## src/rtl/stack_up_intf_ingress_pkg.sv

```systemverilog
// Shared constants for the stack upstream ingress block: framing codes,
// default field widths and the framing FSM state encoding.
package stack_up_intf_ingress_pkg;

    localparam int unsigned DEPTH_DEF  = 8;
    localparam int unsigned DATA_W_DEF = 64;
    localparam int unsigned OOB_W_DEF  = 32;
    localparam int unsigned TYPE_W_DEF = 2;
    localparam int unsigned CNTL_W_DEF = 2;
    localparam int unsigned CNT_W_DEF  = 16;

    localparam logic [1:0] CNTL_SOM     = 2'b00;
    localparam logic [1:0] CNTL_MOM     = 2'b01;
    localparam logic [1:0] CNTL_EOM     = 2'b10;
    localparam logic [1:0] CNTL_SOM_EOM = 2'b11;

    typedef enum logic {
        ST_IDLE   = 1'b0,
        ST_IN_MSG = 1'b1
    } frame_state_e;

endpackage

```

## src/rtl/generic_fwft_fifo.sv

```systemverilog
// First-word-fall-through FIFO: head entry is always presented on rdata_o.
// A push into a full FIFO is accepted only when a pop happens on the same edge.
module generic_fwft_fifo #(
    parameter int unsigned DEPTH = 8,
    parameter int unsigned WIDTH = 8,
    localparam int unsigned AW   = $clog2(DEPTH),
    localparam int unsigned CW   = AW + 1
) (
    input  logic             clk,
    input  logic             rst_n,
    input  logic             push_i,
    input  logic             pop_i,
    input  logic [WIDTH-1:0] wdata_i,
    output logic [WIDTH-1:0] rdata_o,
    output logic             empty_o,
    output logic             full_o,
    output logic [CW-1:0]    count_o
);

    logic [WIDTH-1:0] mem_q [DEPTH];
    logic [AW-1:0]    wr_ptr_q;
    logic [AW-1:0]    rd_ptr_q;
    logic [CW-1:0]    count_q;
    logic             do_push;
    logic             do_pop;

    assign empty_o = (count_q == '0);
    assign full_o  = (count_q == CW'(DEPTH));
    assign count_o = count_q;
    assign rdata_o = mem_q[rd_ptr_q];

    assign do_pop  = pop_i && !empty_o;
    assign do_push = push_i && (!full_o || do_pop);

    // Storage and write pointer; contents cleared so the head reads zero after reset.
    always_ff @(posedge clk or negedge rst_n) begin
        if (!rst_n) begin
            for (int unsigned i = 0; i < DEPTH; i++) begin
                mem_q[i] <= '0;
            end
            wr_ptr_q <= '0;
        end else if (do_push) begin
            mem_q[wr_ptr_q] <= wdata_i;
            wr_ptr_q        <= wr_ptr_q + AW'(1);
        end
    end

    // Read pointer and occupancy counter.
    always_ff @(posedge clk or negedge rst_n) begin
        if (!rst_n) begin
            rd_ptr_q <= '0;
            count_q  <= '0;
        end else begin
            if (do_pop) begin
                rd_ptr_q <= rd_ptr_q + AW'(1);
            end
            case ({do_push, do_pop})
                2'b10:   count_q <= count_q + CW'(1);
                2'b01:   count_q <= count_q - CW'(1);
                default: count_q <= count_q;
            endcase
        end
    end

endmodule

```

## src/rtl/stack_up_intf_ingress.sv

```systemverilog
// Manager-to-stack upstream ingress: buffers manager words in a FWFT FIFO,
// checks SOM/MOM/EOM framing, and reports sticky errors and message count.
module stack_up_intf_ingress
    import stack_up_intf_ingress_pkg::*;
#(
    parameter int unsigned DEPTH  = DEPTH_DEF,
    parameter int unsigned DATA_W = DATA_W_DEF,
    parameter int unsigned OOB_W  = OOB_W_DEF,
    parameter int unsigned TYPE_W = TYPE_W_DEF,
    parameter int unsigned CNTL_W = CNTL_W_DEF,
    parameter int unsigned CNT_W  = CNT_W_DEF
) (
    input  logic              clk,
    input  logic              reset_poweron,
    input  logic              mgr__stu__valid,
    input  logic [CNTL_W-1:0] mgr__stu__cntl,
    input  logic [TYPE_W-1:0] mgr__stu__type,
    input  logic [DATA_W-1:0] mgr__stu__data,
    input  logic [OOB_W-1:0]  mgr__stu__oob_data,
    output logic              stu__mgr__ready,
    output logic              stu__stk__valid,
    output logic [CNTL_W-1:0] stu__stk__cntl,
    output logic [TYPE_W-1:0] stu__stk__type,
    output logic [DATA_W-1:0] stu__stk__data,
    output logic [OOB_W-1:0]  stu__stk__oob_data,
    input  logic              stk__stu__ready,
    output logic              stu__sys__protocolErr,
    output logic              stu__sys__overflowErr,
    output logic [CNT_W-1:0]  stu__sys__msgCount,
    output logic              stu__sys__idle
);

    localparam int unsigned WORD_W = CNTL_W + TYPE_W + OOB_W + DATA_W;
    localparam int unsigned CW     = $clog2(DEPTH) + 1;

    localparam logic [CNTL_W-1:0] C_SOM     = CNTL_W'(CNTL_SOM);
    localparam logic [CNTL_W-1:0] C_MOM     = CNTL_W'(CNTL_MOM);
    localparam logic [CNTL_W-1:0] C_EOM     = CNTL_W'(CNTL_EOM);
    localparam logic [CNTL_W-1:0] C_SOM_EOM = CNTL_W'(CNTL_SOM_EOM);

    frame_state_e      state_q, state_d;
    logic              ready_q, ready_d;
    logic              perr_q, ovf_q;
    logic              perr_set, ovf_set;
    logic [CNT_W-1:0]  msg_cnt_q;
    logic              push, pop, can_write;
    logic              fifo_empty, fifo_full;
    logic [CW-1:0]     fifo_count, count_next;
    logic [WORD_W-1:0] fifo_rdata;

    generic_fwft_fifo #(
        .DEPTH (DEPTH),
        .WIDTH (WORD_W)
    ) u_fifo (
        .clk     (clk),
        .rst_n   (reset_poweron),
        .push_i  (push),
        .pop_i   (pop),
        .wdata_i ({mgr__stu__cntl, mgr__stu__type, mgr__stu__oob_data, mgr__stu__data}),
        .rdata_o (fifo_rdata),
        .empty_o (fifo_empty),
        .full_o  (fifo_full),
        .count_o (fifo_count)
    );

    assign {stu__stk__cntl, stu__stk__type, stu__stk__oob_data, stu__stk__data} = fifo_rdata;
    assign stu__stk__valid       = !fifo_empty;
    assign pop                   = stu__stk__valid && stk__stu__ready;
    assign can_write             = !fifo_full || pop;
    assign stu__mgr__ready       = ready_q;
    assign stu__sys__protocolErr = perr_q;
    assign stu__sys__overflowErr = ovf_q;
    assign stu__sys__msgCount    = msg_cnt_q;
    assign stu__sys__idle        = fifo_empty && (state_q == ST_IDLE);

    // Framing decisions: overflow takes precedence and freezes the FSM;
    // otherwise the FSM picks write/drop and the next framing state.
    always_comb begin
        state_d  = state_q;
        push     = 1'b0;
        perr_set = 1'b0;
        ovf_set  = 1'b0;
        if (mgr__stu__valid) begin
            if (!can_write) begin
                ovf_set = 1'b1;
            end else begin
                case (state_q)
                    ST_IDLE: begin
                        if (mgr__stu__cntl == C_SOM) begin
                            push    = 1'b1;
                            state_d = ST_IN_MSG;
                        end else if (mgr__stu__cntl == C_SOM_EOM) begin
                            push    = 1'b1;
                        end else begin
                            perr_set = 1'b1;
                        end
                    end
                    default: begin
                        push = 1'b1;
                        if (mgr__stu__cntl == C_EOM) begin
                            state_d = ST_IDLE;
                        end else if (mgr__stu__cntl == C_SOM) begin
                            perr_set = 1'b1;
                        end else if (mgr__stu__cntl == C_SOM_EOM) begin
                            perr_set = 1'b1;
                            state_d  = ST_IDLE;
                        end
                    end
                endcase
            end
        end
    end

    // Next occupancy decides the registered back-pressure, keeping one slot spare.
    always_comb begin
        count_next = fifo_count + CW'(push) - CW'(pop);
        ready_d    = (count_next <= CW'(DEPTH - 2));
    end

    // Framing state register.
    always_ff @(posedge clk or negedge reset_poweron) begin
        if (!reset_poweron) begin
            state_q <= ST_IDLE;
        end else begin
            state_q <= state_d;
        end
    end

    // Back-pressure register, sticky error flags and delivered-message counter.
    always_ff @(posedge clk or negedge reset_poweron) begin
        if (!reset_poweron) begin
            ready_q   <= 1'b0;
            perr_q    <= 1'b0;
            ovf_q     <= 1'b0;
            msg_cnt_q <= '0;
        end else begin
            ready_q <= ready_d;
            if (perr_set) begin
                perr_q <= 1'b1;
            end
            if (ovf_set) begin
                ovf_q <= 1'b1;
            end
            if (pop && (stu__stk__cntl == C_EOM || stu__stk__cntl == C_SOM_EOM)) begin
                msg_cnt_q <= msg_cnt_q + CNT_W'(1);
            end
        end
    end

endmodule
```

## config.mk

```make
export PLATFORM = sky130hd
export DESIGN_NAME = stack_up_intf_ingress
export DESIGN_NICKNAME = d
export VERILOG_FILES = /design/src/rtl/stack_up_intf_ingress_pkg.sv /design/src/rtl/generic_fwft_fifo.sv /design/src/rtl/stack_up_intf_ingress.sv
export SDC_FILE = /design/constraint.sdc
export NUM_CORES = 1
export LEC_CHECK = 0
export BUFFER_PORTS_ARGS = -buffer_cell sky130_fd_sc_hd__buf_2
export CAP_MARGIN = 30
export CORE_UTILIZATION = 55
export CTS_CLUSTER_DIAMETER = 100
export DETAILED_ROUTE_END_ITERATION = 6
export PLACE_DENSITY = 0.85
export SKIP_CTS_REPAIR_TIMING = 1
export SYNTH_ARGS = -nofsm -noshare
export SYNTH_HDL_FRONTEND = slang
export SYNTH_SLANG_ARGS = --single-unit
```

## constraint.sdc

```tcl
create_clock -name clk -period 2.5 [get_ports clk]
set_input_delay 0.125 -clock clk [delete_from_list [all_inputs] [get_ports clk]]
set_output_delay 0.125 -clock clk [all_outputs]
set_load 0.01 [all_outputs]
```

==> summary.txt <==
Die
  • Die height: approximately 260 µm
  • Row Count: 95
  • Die W: ~260 µm
  • Starting Density: 0.5607
  • Num ports: between 200 and 250
  • Die area: 70000 µm²
  • Core area: just under 70000 µm²

Timing
  • WHS: 0.1492 ns
  • RSZ-0062 raised after global routing: yes
  • Slew margin rel.: 0.4586
  • Hold Vio Cnt, Final: 0
  • Worst setup margin: -0.2023 ns
  • Clk_skew: about 0.024 ns
  • Slew @ Worst Pin: slightly above 0.8 ns
  • Final TNS setup: -13.77 ns
  • Period utilization: 1.081
  • Final setup viols: 99
  • Highest clock rate: ~370 MHz
  • Final min period: around 2.7 ns
  • Fin. max-slew vios: 0

Global routing
  • Vias in the first global route: about 24000
  • Grt ovf: 0
  • Initial antenna violation count: 3
  • GRT Overall Usage: 0.2462
  • Maximum number of pins on one net before global-route repair: between 100 and 150
  • First-pass GRT wire length: between 100000 and 150000 µm

Synthesis
  • Most common cell in the netlist: dfrtp_1
  • Yosys top cell by area: dfrtp_1
  • Seq/Total Area, Yosys: 0.5477
  • Commonest register cell after synthesis: dfrtp_1
  • Largest family of logic cells by synthesized area: multiplexers
  • Adder-cell share of the synthesized area: 0.005477
  • Post-Syn Nets: roughly 2300
  • Yosys Warn Count: 0
  • Top-area cell type share of the netlist area: 0.5477
  • Multiplexer area fraction after synthesis: 0.4040
  • EDFF count, synth: 0
  • Ranking of synthesized cells by area: dfrtp_1, mux2_2, mux4_2
  • Asr flop ratio synth: 1.000
  • XOR/XNOR share of the synthesized area: 0.006236
  • Syn Area/Cell: roughly 17 µm²
  • Mapped Cells: between 2000 and 2500
  • Seq cells post-synth: a little over 800
  • Synth Area in Compound Gates: 0.003992
  • Post-Synth Simple-Gate Area: 0.01006
  • Synth cell types: 41
  • Mapped Area: approximately 38000 µm²
  • Synth cell count leaders: dfrtp_1, mux2_2, mux2_4, mux4_2, buf_2

Setup path
  • WP data required: ~2.4 ns
  • Crit path from: u_fifo.rd_ptr_q[0]$_DFFE_PN0P_
  • Startpoint types: flop
  • CP Max Fanout: 11
  • FF-to-FF Start: u_fifo.rd_ptr_q[0]$_DFFE_PN0P_
  • Crit Path Category: flop to primary output
  • Critical path arrival: ~2.6 ns
  • Setup crit end kind: primary output

Pwr
  • Overall Power: ~65000 µW
  • Worst vdd ir: approximately 1.1 mV
  • Leak pwr: approximately 0.021 µW
  • Pwr/cell area: between 1000 and 1500 nW/µm²

Cells and area
  • Layout cells sized above 1: 0.6010
  • Fin cells: 3573
  • Synthesis-to-finish area growth: 20.20%
  • Fill cells: between 4000 and 5000
  • Util after Layout: 0.6739
  • Nets: roughly 2800
  • Footprint of the multi-input gates: 16470 µm²
  • Sequential Area: between 20000 and 25000 µm²

Clocking
  • Clk_lat worst skew: 0.64 ns
  • Clock transition time at the flip-flop clock pins of the worst setup and hold paths: 0.06 ns
  • CTS tree: done
  • CTS root buffer: clkbuf_16
  • Total CTS buffers: 87
  • Clk sinks: between 800 and 900
  • Clock Tree Buf Depth: 3
  • Htree depth: 3

Min path
  • Worst hold path type: input port to asynchronous set/reset pin

Route
  • Vias: between 20000 and 25000
  • Average wire per standard cell: 25.71 µm
  • Iter 0 DRT Violations: ~1500
  • Post-route ant nets: 0
  • DRC viols: 0
  • Post-Route WL: 91850 µm
  • Drt pass-1 iters: 5
  • Via density per instance: ~6.1

Outcome
  • Outcome: finished with violations
  • Violated checks: negative setup slack

Placed design
  • Dpl hpwl: roughly 50000 µm
  • GPL Wtd Cong: between 0.7 and 0.8
  • Port buffer count: between 200 and 250
  • Cell Count Post-Placement: 3263

Flow run
  • Max Cap Violations: 0
-- placed cells by master (no fill, tap or decap), types with 6 or more instances in the layout --
cell / netlist / routed
xnor2_1: 16 / 16
buf_16: 0 / 13
buf_4: 1 / 68
buf_2: 64 / 202
clkbuf_8: 0 / 19
o21ai_0: 10 / 10
inv_1: 16 / 12
nand2_1: 20 / 20
clkbuf_16: 0 / 105
buf_12: 0 / 28
buf_6: 22 / 32
ha_1: 15 / 12
bufinv_16: 0 / 6
clkinv_2: 0 / 16
mux2_2: 696 / 684
nor2_1: 8 / 8
mux4_2: 198 / 198
dlygate4sd3_1: 0 / 103
clkbuf_1: 55 / 16
mux2_4: 200 / 212
dfrtp_1: 830 / 827
xor2_1: 11 / 11
nand3_1: 9 / 6
-- logic make-up (layout without fill, tap and decap cells) --
family | after synthesis | after routing
buffers and inverters | 161 | 635
other | 0 | 3
DFF | 830 | 830
muxes | 1096 | 1096
xor gates and xnor gates | 27 | 27
AOI/OAI and AO/OA | 22 | 22
adders and majority gates | 16 | 16
and+or+nand+nor | 71 | 71
-- metal layers --
metal | up-vias | track usage | part of all wire
met4 | 2 | 0.07747 | 0.028
met1 | 11950 | 0.3270 | 0.41
met2 | 565 | 0.4126 | 0.51
met5 | - | 0 | 0.00011
li1 | 9179 | - | -
met3 | 177 | 0.04626 | 0.047
-- metrics by stage --
step | setup WS (ns) | area, µm²
4_1_cts | -0.4914 | 43450
2_1_floorplan | 0.01009 | 37920
6_report | -0.2023 | 45580
3_3_place_gp | 0.03691 | 40570
5_1_grt | -0.2617 | 45580
3_5_place_dp | -0.005163 | 40570
-- cell type report --
class | instances | area share
Antenna cell | 3 | 0.0001647
Clock buffer | 123 | 0.05537
Clock inverter | 31 | 0.007741
Inverter | 16 | 0.001318
Multi-Input combinational cell | 1232 | 0.3615
Sequential cell | 830 | 0.4559
Tap cell | 873 | 0.02397
Timing Repair Buffer | 465 | 0.09405
-- final timing paths --
check,slack [ns],to,cells after the start
worst max-delay path,-0.20,stu__stk__data[7],5
worst min-delay path,0.15,u_fifo.mem_q[220]$_DFFE_PN0P_,2
worst max register to register,0.05,stu__sys__msgCount[7]$_DFFE_PN0P_,8
worst min register to register,0.46,stu__sys__overflowErr$_DFFE_PN0P_,1
max in group asynchronous,1.30,u_fifo.mem_q[359]$_DFFE_PN0P_,3
min in group clk,0.33,stu__sys__overflowErr$_DFFE_PN0P_,3
-- worst max-delay path, stage by stage (launching register included) --
cell       delay (ns)
dfrtp_4          0.51
buf_16           0.21
clkbuf_16        0.22
mux4_2           0.51
mux2_2           0.31
buf_2            0.15
-- sequential cells by signal, indices dropped and copies added (netlist names) --
register	cells
state_q	1
u_fifo.mem_q	800
stu__sys__msgCount	16
stu__sys__overflowErr	1
u_fifo.wr_ptr_q	3
stu__sys__protocolErr	1
u_fifo.rd_ptr_q	3
u_fifo.count_o	4
stu__mgr__ready	1
-- power by group --
| group | internal, µW | total (µW) | switching, µW |
|---|---|---|---|
| combinational | 17000 | 28200 | 11200 |
| sequential | 20000 | 23800 | 3780 |
| clock | 7650 | 13000 | 5360 |
| total | 44700 | 65000 | 20300 |
(Power assumes the default switching activity.)
